[src/rtl/rr_dispatcher_pkg.sv]
// Shared helpers for the round-robin dispatcher: modular add, lowest-set-bit
// encoder and one-hot decoder, sized for the largest supported port count.
package rr_dispatcher_pkg;

  localparam int MAX_NUM = 16;
  localparam int SEL_W   = 5;   // holds 0..MAX_NUM inclusive
  localparam int ENC_W   = 4;

  // (a + b) mod n for a, b < n; compare-and-subtract so non-power-of-2 n works
  function automatic logic [SEL_W-1:0] mod_add(input logic [SEL_W-1:0] a,
                                                input logic [SEL_W-1:0] b,
                                                input logic [SEL_W-1:0] n);
    logic [SEL_W:0] s;
    s = {1'b0, a} + {1'b0, b};
    if (s >= {1'b0, n}) s = s - {1'b0, n};
    return s[SEL_W-1:0];
  endfunction

  function automatic logic [ENC_W-1:0] lsb_index(input logic [MAX_NUM-1:0] m);
    logic [ENC_W-1:0] idx;
    idx = '0;
    for (int i = MAX_NUM-1; i >= 0; i--)
      if (m[i]) idx = ENC_W'(i);
    return idx;
  endfunction

  function automatic logic [MAX_NUM-1:0] dec_onehot(input logic [ENC_W-1:0] i);
    return MAX_NUM'(1) << i;
  endfunction

endpackage

[src/rtl/rr_dispatcher_fifo.sv]
// Per-port private FIFO: DEPTH entries, power-of-2 wrapping head/tail and an
// explicit occupancy counter so full/empty need no pointer compare.
module dispatch_fifo #(
  parameter int DATA_WIDTH = 32,
  parameter int DEPTH      = 2
) (
  input  logic                  clk,
  input  logic                  rst,
  input  logic                  flush,
  input  logic                  push,
  input  logic [DATA_WIDTH-1:0] data_in,
  input  logic                  pop,
  output logic                  full,
  output logic                  empty,
  output logic [DATA_WIDTH-1:0] data_out
);

  localparam int PTR_W = (DEPTH > 1) ? $clog2(DEPTH) : 1;
  localparam int CNT_W = $clog2(DEPTH + 1);

  logic [DEPTH-1:0][DATA_WIDTH-1:0] mem;
  logic [PTR_W-1:0]                 head, tail;
  logic [CNT_W-1:0]                 cnt;
  logic                             do_push, do_pop;

  assign full     = (cnt == CNT_W'(DEPTH));
  assign empty    = (cnt == '0);
  assign do_push  = push & ~full;
  assign do_pop   = pop & ~empty;
  assign data_out = mem[head];

  always_ff @(posedge clk) begin
    if (rst) begin
      mem  <= '0;
      head <= '0;
      tail <= '0;
      cnt  <= '0;
    end else if (flush) begin
      // storage is left as-is; only the bookkeeping is discarded
      head <= '0;
      tail <= '0;
      cnt  <= '0;
    end else begin
      if (do_push) begin
        mem[tail] <= data_in;
        tail      <= tail + PTR_W'(1);
      end
      if (do_pop) head <= head + PTR_W'(1);
      case ({do_push, do_pop})
        2'b10:   cnt <= cnt + CNT_W'(1);
        2'b01:   cnt <= cnt - CNT_W'(1);
        default: cnt <= cnt;
      endcase
    end
  end

endmodule

[src/rtl/rr_dispatcher.sv]
// One-to-NUM round-robin dispatcher: each accepted payload goes to the first
// non-full port at or after the rotating pointer; each port buffers privately.
module rr_dispatcher
  import rr_dispatcher_pkg::*;
#(
  parameter int NUM        = 4,
  parameter int DATA_WIDTH = 32,
  parameter int DEPTH      = 2
) (
  input  logic                           clk,
  input  logic                           rst,
  input  logic                           flush_i,
  input  logic                           valid_i,
  output logic                           ready_o,
  input  logic [DATA_WIDTH-1:0]          data_i,
  output logic [NUM-1:0]                 valid_o,
  input  logic [NUM-1:0]                 ready_i,
  output logic [NUM-1:0][DATA_WIDTH-1:0] data_o
);

  localparam int IDX_W = $clog2(NUM);

  logic [IDX_W-1:0] ptr, off, sel;
  logic [NUM-1:0]   full, empty, not_full, rot, wr_en, rd_en;
  logic             push;

  assign not_full = ~full;

  // Selection sees only registered occupancy, so a full port popping this
  // cycle is still skipped and ready_o never depends on ready_i.
  always_comb begin
    rot = '0;
    for (int k = 0; k < NUM; k++)
      rot[k] = not_full[IDX_W'(mod_add(SEL_W'(ptr), SEL_W'(k), SEL_W'(NUM)))];
    off = IDX_W'(lsb_index(MAX_NUM'(rot)));
    sel = IDX_W'(mod_add(SEL_W'(ptr), SEL_W'(off), SEL_W'(NUM)));
  end

  assign ready_o = (|not_full) & ~flush_i;
  assign push    = valid_i & ready_o;
  assign wr_en   = push ? NUM'(dec_onehot(ENC_W'(sel))) : '0;
  assign rd_en   = ready_i & ~empty;
  assign valid_o = ~empty;

  always_ff @(posedge clk) begin
    if (rst || flush_i)
      ptr <= '0;
    else if (push)
      ptr <= IDX_W'(mod_add(SEL_W'(sel), SEL_W'(1), SEL_W'(NUM)));
  end

  for (genvar i = 0; i < NUM; i++) begin : g_port
    dispatch_fifo #(
      .DATA_WIDTH (DATA_WIDTH),
      .DEPTH      (DEPTH)
    ) u_fifo (
      .clk      (clk),
      .rst      (rst),
      .flush    (flush_i),
      .push     (wr_en[i]),
      .data_in  (data_i),
      .pop      (rd_en[i]),
      .full     (full[i]),
      .empty    (empty[i]),
      .data_out (data_o[i])
    );
  end

endmodule

[config.mk]
export PLATFORM = sky130hd
export DESIGN_NAME = rr_dispatcher
export DESIGN_NICKNAME = d
export VERILOG_FILES = /design/src/rtl/rr_dispatcher_pkg.sv /design/src/rtl/rr_dispatcher_fifo.sv /design/src/rtl/rr_dispatcher.sv
export SDC_FILE = /design/constraint.sdc
export NUM_CORES = 1
export LEC_CHECK = 0
export BUFFER_PORTS_ARGS = -buffer_cell sky130_fd_sc_hd__buf_4
export CELL_PAD_IN_SITES_DETAIL_PLACEMENT = 1
export CELL_PAD_IN_SITES_GLOBAL_PLACEMENT = 2
export CORE_ASPECT_RATIO = 0.6
export CORE_UTILIZATION = 40
export DETAILED_ROUTE_END_ITERATION = 8
export PLACE_DENSITY_LB_ADDON = 0.3
export SLEW_MARGIN = 25
export SYNTH_ARGS = -nofsm -noshare
export SYNTH_HDL_FRONTEND = slang
export SYNTH_SLANG_ARGS = --single-unit
[constraint.sdc]
create_clock -name clk -period 10 [get_ports clk]
set_input_delay 0 -clock clk [delete_from_list [all_inputs] [get_ports clk]]
set_output_delay 0 -clock clk [all_outputs]
set_load 0.005 [all_outputs]
==> key figures <==
Outcome
  • Outcome: finished, final reports clean

Floorplanning
  • Die Y-Extent: 141 um
  • Starting density of the core: 0.410
  • Core area: 31500 sq um
  • Row count: 50
  • I/O pin count: 173
  • Die Span X: 234 um
  • Die Area: 33000 sq um

Synthesis
  • Synth Cell Area: 12900 sq um
  • Synthesis warning total: 0
  • Netlist cell types: 55
  • Post-synthesis register bit count: 274
  • EDFF count, synth: 0
  • Synth Area per Inst: 10.2 sq um
  • Sequential area share after synthesis: 0.425
  • Top FF cell, synth: dfxtp_1
  • Post-synth ARST share: 0
  • Syn nets: 1311
  • Cell count after synthesis: 1266

Power
  • Internal power: 1.73 mW
  • Pwr Density: 143 nW/um^2
  • Sw power: 0.509 mW
  • Clock power share: 0.451
  • Sw Ratio: 0.227
  • Leak: 6.85 nW
  • VDD IR-drop max: 0.000108 V
  • Combinational Power Share: 0.057
  • Sequential Power Share: 0.492

Detailed routing
  • Post-route ant nets: 0
  • Routed vias/inst: 5.35
  • # DRC: 0
  • First DRT Iteration DRCs: 577
  • WL/cell: 21.3 um
  • Total number of vias: 9917
  • Final wirelength: 39500 um
  • Initial DRT Pass Iterations: 6

Global route
  • First-pass GRT wire length: 60700 um
  • Largest net degree at the start of global routing: 106
  • Initial antenna violation count: 2
  • Vias in the first global route: 10367
  • GRT overflow: 0
  • Total GRT Usage: 0.237

Timing
  • Period minus WS final: 4520 ps
  • Clock skew: 12.6 ps
  • Slew HR: 0.286
  • Slew Limit Fails: 0
  • Endpoints failing hold: 0
  • Worst hold margin: 319 ps
  • Final worst-path cycle share: 0.452
  • Setup WS post-layout: 5480 ps
  • Final count of negative-setup-slack endpoints: 0
  • RSZ-0062 raised after global routing: no
  • Tightest Pin Transition: 1070 ps
  • Final setup TNS: 0 ps
  • Max Fclk: 221 MHz

Placement
  • # placed instances: 1767
  • Number of port buffers: 172
  • Post-DP HPWL: 25400 um
  • DP Area: 14400 sq um
  • Place WS: 5950 ps
  • Routability congestion estimate: 0.809

Worst hold path
  • Min-delay worst type: input port to flip-flop

Clocking
  • Clock Latency Late Sink: 540 ps
  • Clock H-tree levels: 1
  • CTS sink cnt: 274
  • TritonCTS Buffers: 27
  • CTS tree: yes
  • Clk buf depth: 3
  • CTS resizes: 0
  • CTS root buffer: clkbuf_16
  • Clock-pin slew on the worst setup and hold paths: 70 ps

Critical path
  • Critical path type: flip-flop to flip-flop
  • CP Capture Type: flip-flop
  • Worst EP arrival: 4950 ps
  • Critical path peak fanout: 32
  • Crit path launch type: flip-flop
  • Crit path required time: 10430 ps

Cells and area
  • Number of diodes: 0
  • Most common cell after layout, fill and taps aside: dfxtp_1
  • Layout cells sized above 1: 0.266
  • Design area: 15600 sq um
  • Most frequent cells in the layout: dfxtp_1 (271), nand2b_1 (227), mux2i_1 (196)
  • Post-layout net count: 1466
  • Cell Count, Final, Fillers Out: 1855
  • Layout Area Growth over Synthesis: 21.0%

Run
  • Max-Cap Viols: 0
## flip-flops by register name (all words and copies together), names as in the netlist
name	cells
g_port.u_fifo.mem	256
g_port.u_fifo.head	4
ptr	2
g_port.u_fifo.tail	4
g_port.u_fifo.cnt	8
## power by group through the flow
stage	sequential (mW)	clock [mW]	combinational (mW)
2_1_floorplan	1.13	0	0.0644
3_3_place_gp	1.13	0	0.115
3_5_place_dp	1.13	0	0.116
4_1_cts	1.10	1.03	0.128
5_1_grt	1.10	1.08	0.136
6_report	1.10	1.01	0.127
## timing repair
item	4_1_cts	5_1_grt
buffers inserted	0	0
hold buffers	41	0
setup endpoints to repair	0	0
endpoints found under the hold margin	208	0
## cell type report
class,count,area (sq um)
clock buffer,43,806
multi-input combinational,885,6910
fill,3434,15800
clock inverter,4,47.5
sequential,274,5490
tap,416,520
timing repair buffer,231,1840
inverter,2,7.51
## cell usage after synthesis, types with 3 or more instances
cell | instances | share of area
mux2i_1 | 197 | 0.15
dfxtp_1 | 274 | 0.42
or2_2 | 5 | 0.0024
nand2b_1 | 227 | 0.11
o211ai_1 | 4 | 0.0023
buf_2 | 4 | 0.0015
xor2_1 | 6 | 0.0041
mux2_2 | 129 | 0.11
or3_1 | 7 | 0.0034
clkbuf_1 | 72 | 0.021
nand3_1 | 72 | 0.028
nor4_1 | 4 | 0.0019
buf_6 | 20 | 0.017
nor3_1 | 5 | 0.0019
ha_1 | 5 | 0.0048
nor2b_1 | 3 | 0.0015
a21oi_1 | 73 | 0.028
o21ai_0 | 68 | 0.026
nor2_1 | 14 | 0.0041
and2_1 | 5 | 0.0024
nor4bb_1 | 3 | 0.0023
buf_1 | 5 | 0.0015
nand2_1 | 11 | 0.0032
xnor2_1 | 10 | 0.0068
buf_4 | 3 | 0.0017
## worst max-delay path, cell delays in order, from the launching register on
cell           delay (ps)
dfxtp_1               380
nand2b_1              430
or4_1                 630
o211ai_1              120
ha_1                  320
nor3b_1               550
nand3_1               380
or4_1                 510
buf_4                 290
nand3_1               140
a21oi_1                60
dlygate4sd3_1         590
## metrics by stage
stage          utilization  total power [mW]
2_1_floorplan            -              1.19
3_3_place_gp         0.456              1.24
3_5_place_dp         0.456              1.24
4_1_cts              0.496              2.26
5_1_grt              0.497              2.32
6_report             0.497              2.24
## final timing paths
kind	from	end	slack, ps	cells past startpoint
setup / recovery	g_port[0].u_fifo.cnt[0]	g_port[2].u_fifo.mem[54]	5480	11
hold / removal	data_i[4]	g_port[2].u_fifo.mem[36]	320	4
setup reg to reg	g_port[0].u_fifo.cnt[0]	g_port[2].u_fifo.mem[54]	5480	11
hold reg to reg	g_port[2].u_fifo.mem[61]	g_port[2].u_fifo.mem[61]	470	2
## per-layer routing
layer,vias to the layer above,global-route usage,part of all wire
met1,4980,0.334,0.48
met3,53,0.0382,0.035
met4,0,0.0499,0.021
met5,-,0,0
li1,4721,-,-
met2,163,0.378,0.46
## logic make-up (layout without fill, tap and decap cells)
logic type                 count (synthesis)  in the layout  synth area share
and+or+nand+nor                          372            372             0.173
muxes                                    330            330             0.271
DFF                                      274            274             0.425
AOI/OAI and AO/OA                        162            162            0.0721
buffers and inverters                    107            280            0.0441
xor gates and xnor gates                  16             16            0.0108
adders and majority gates                  5              5           0.00484
(Power assumes the default switching activity.)
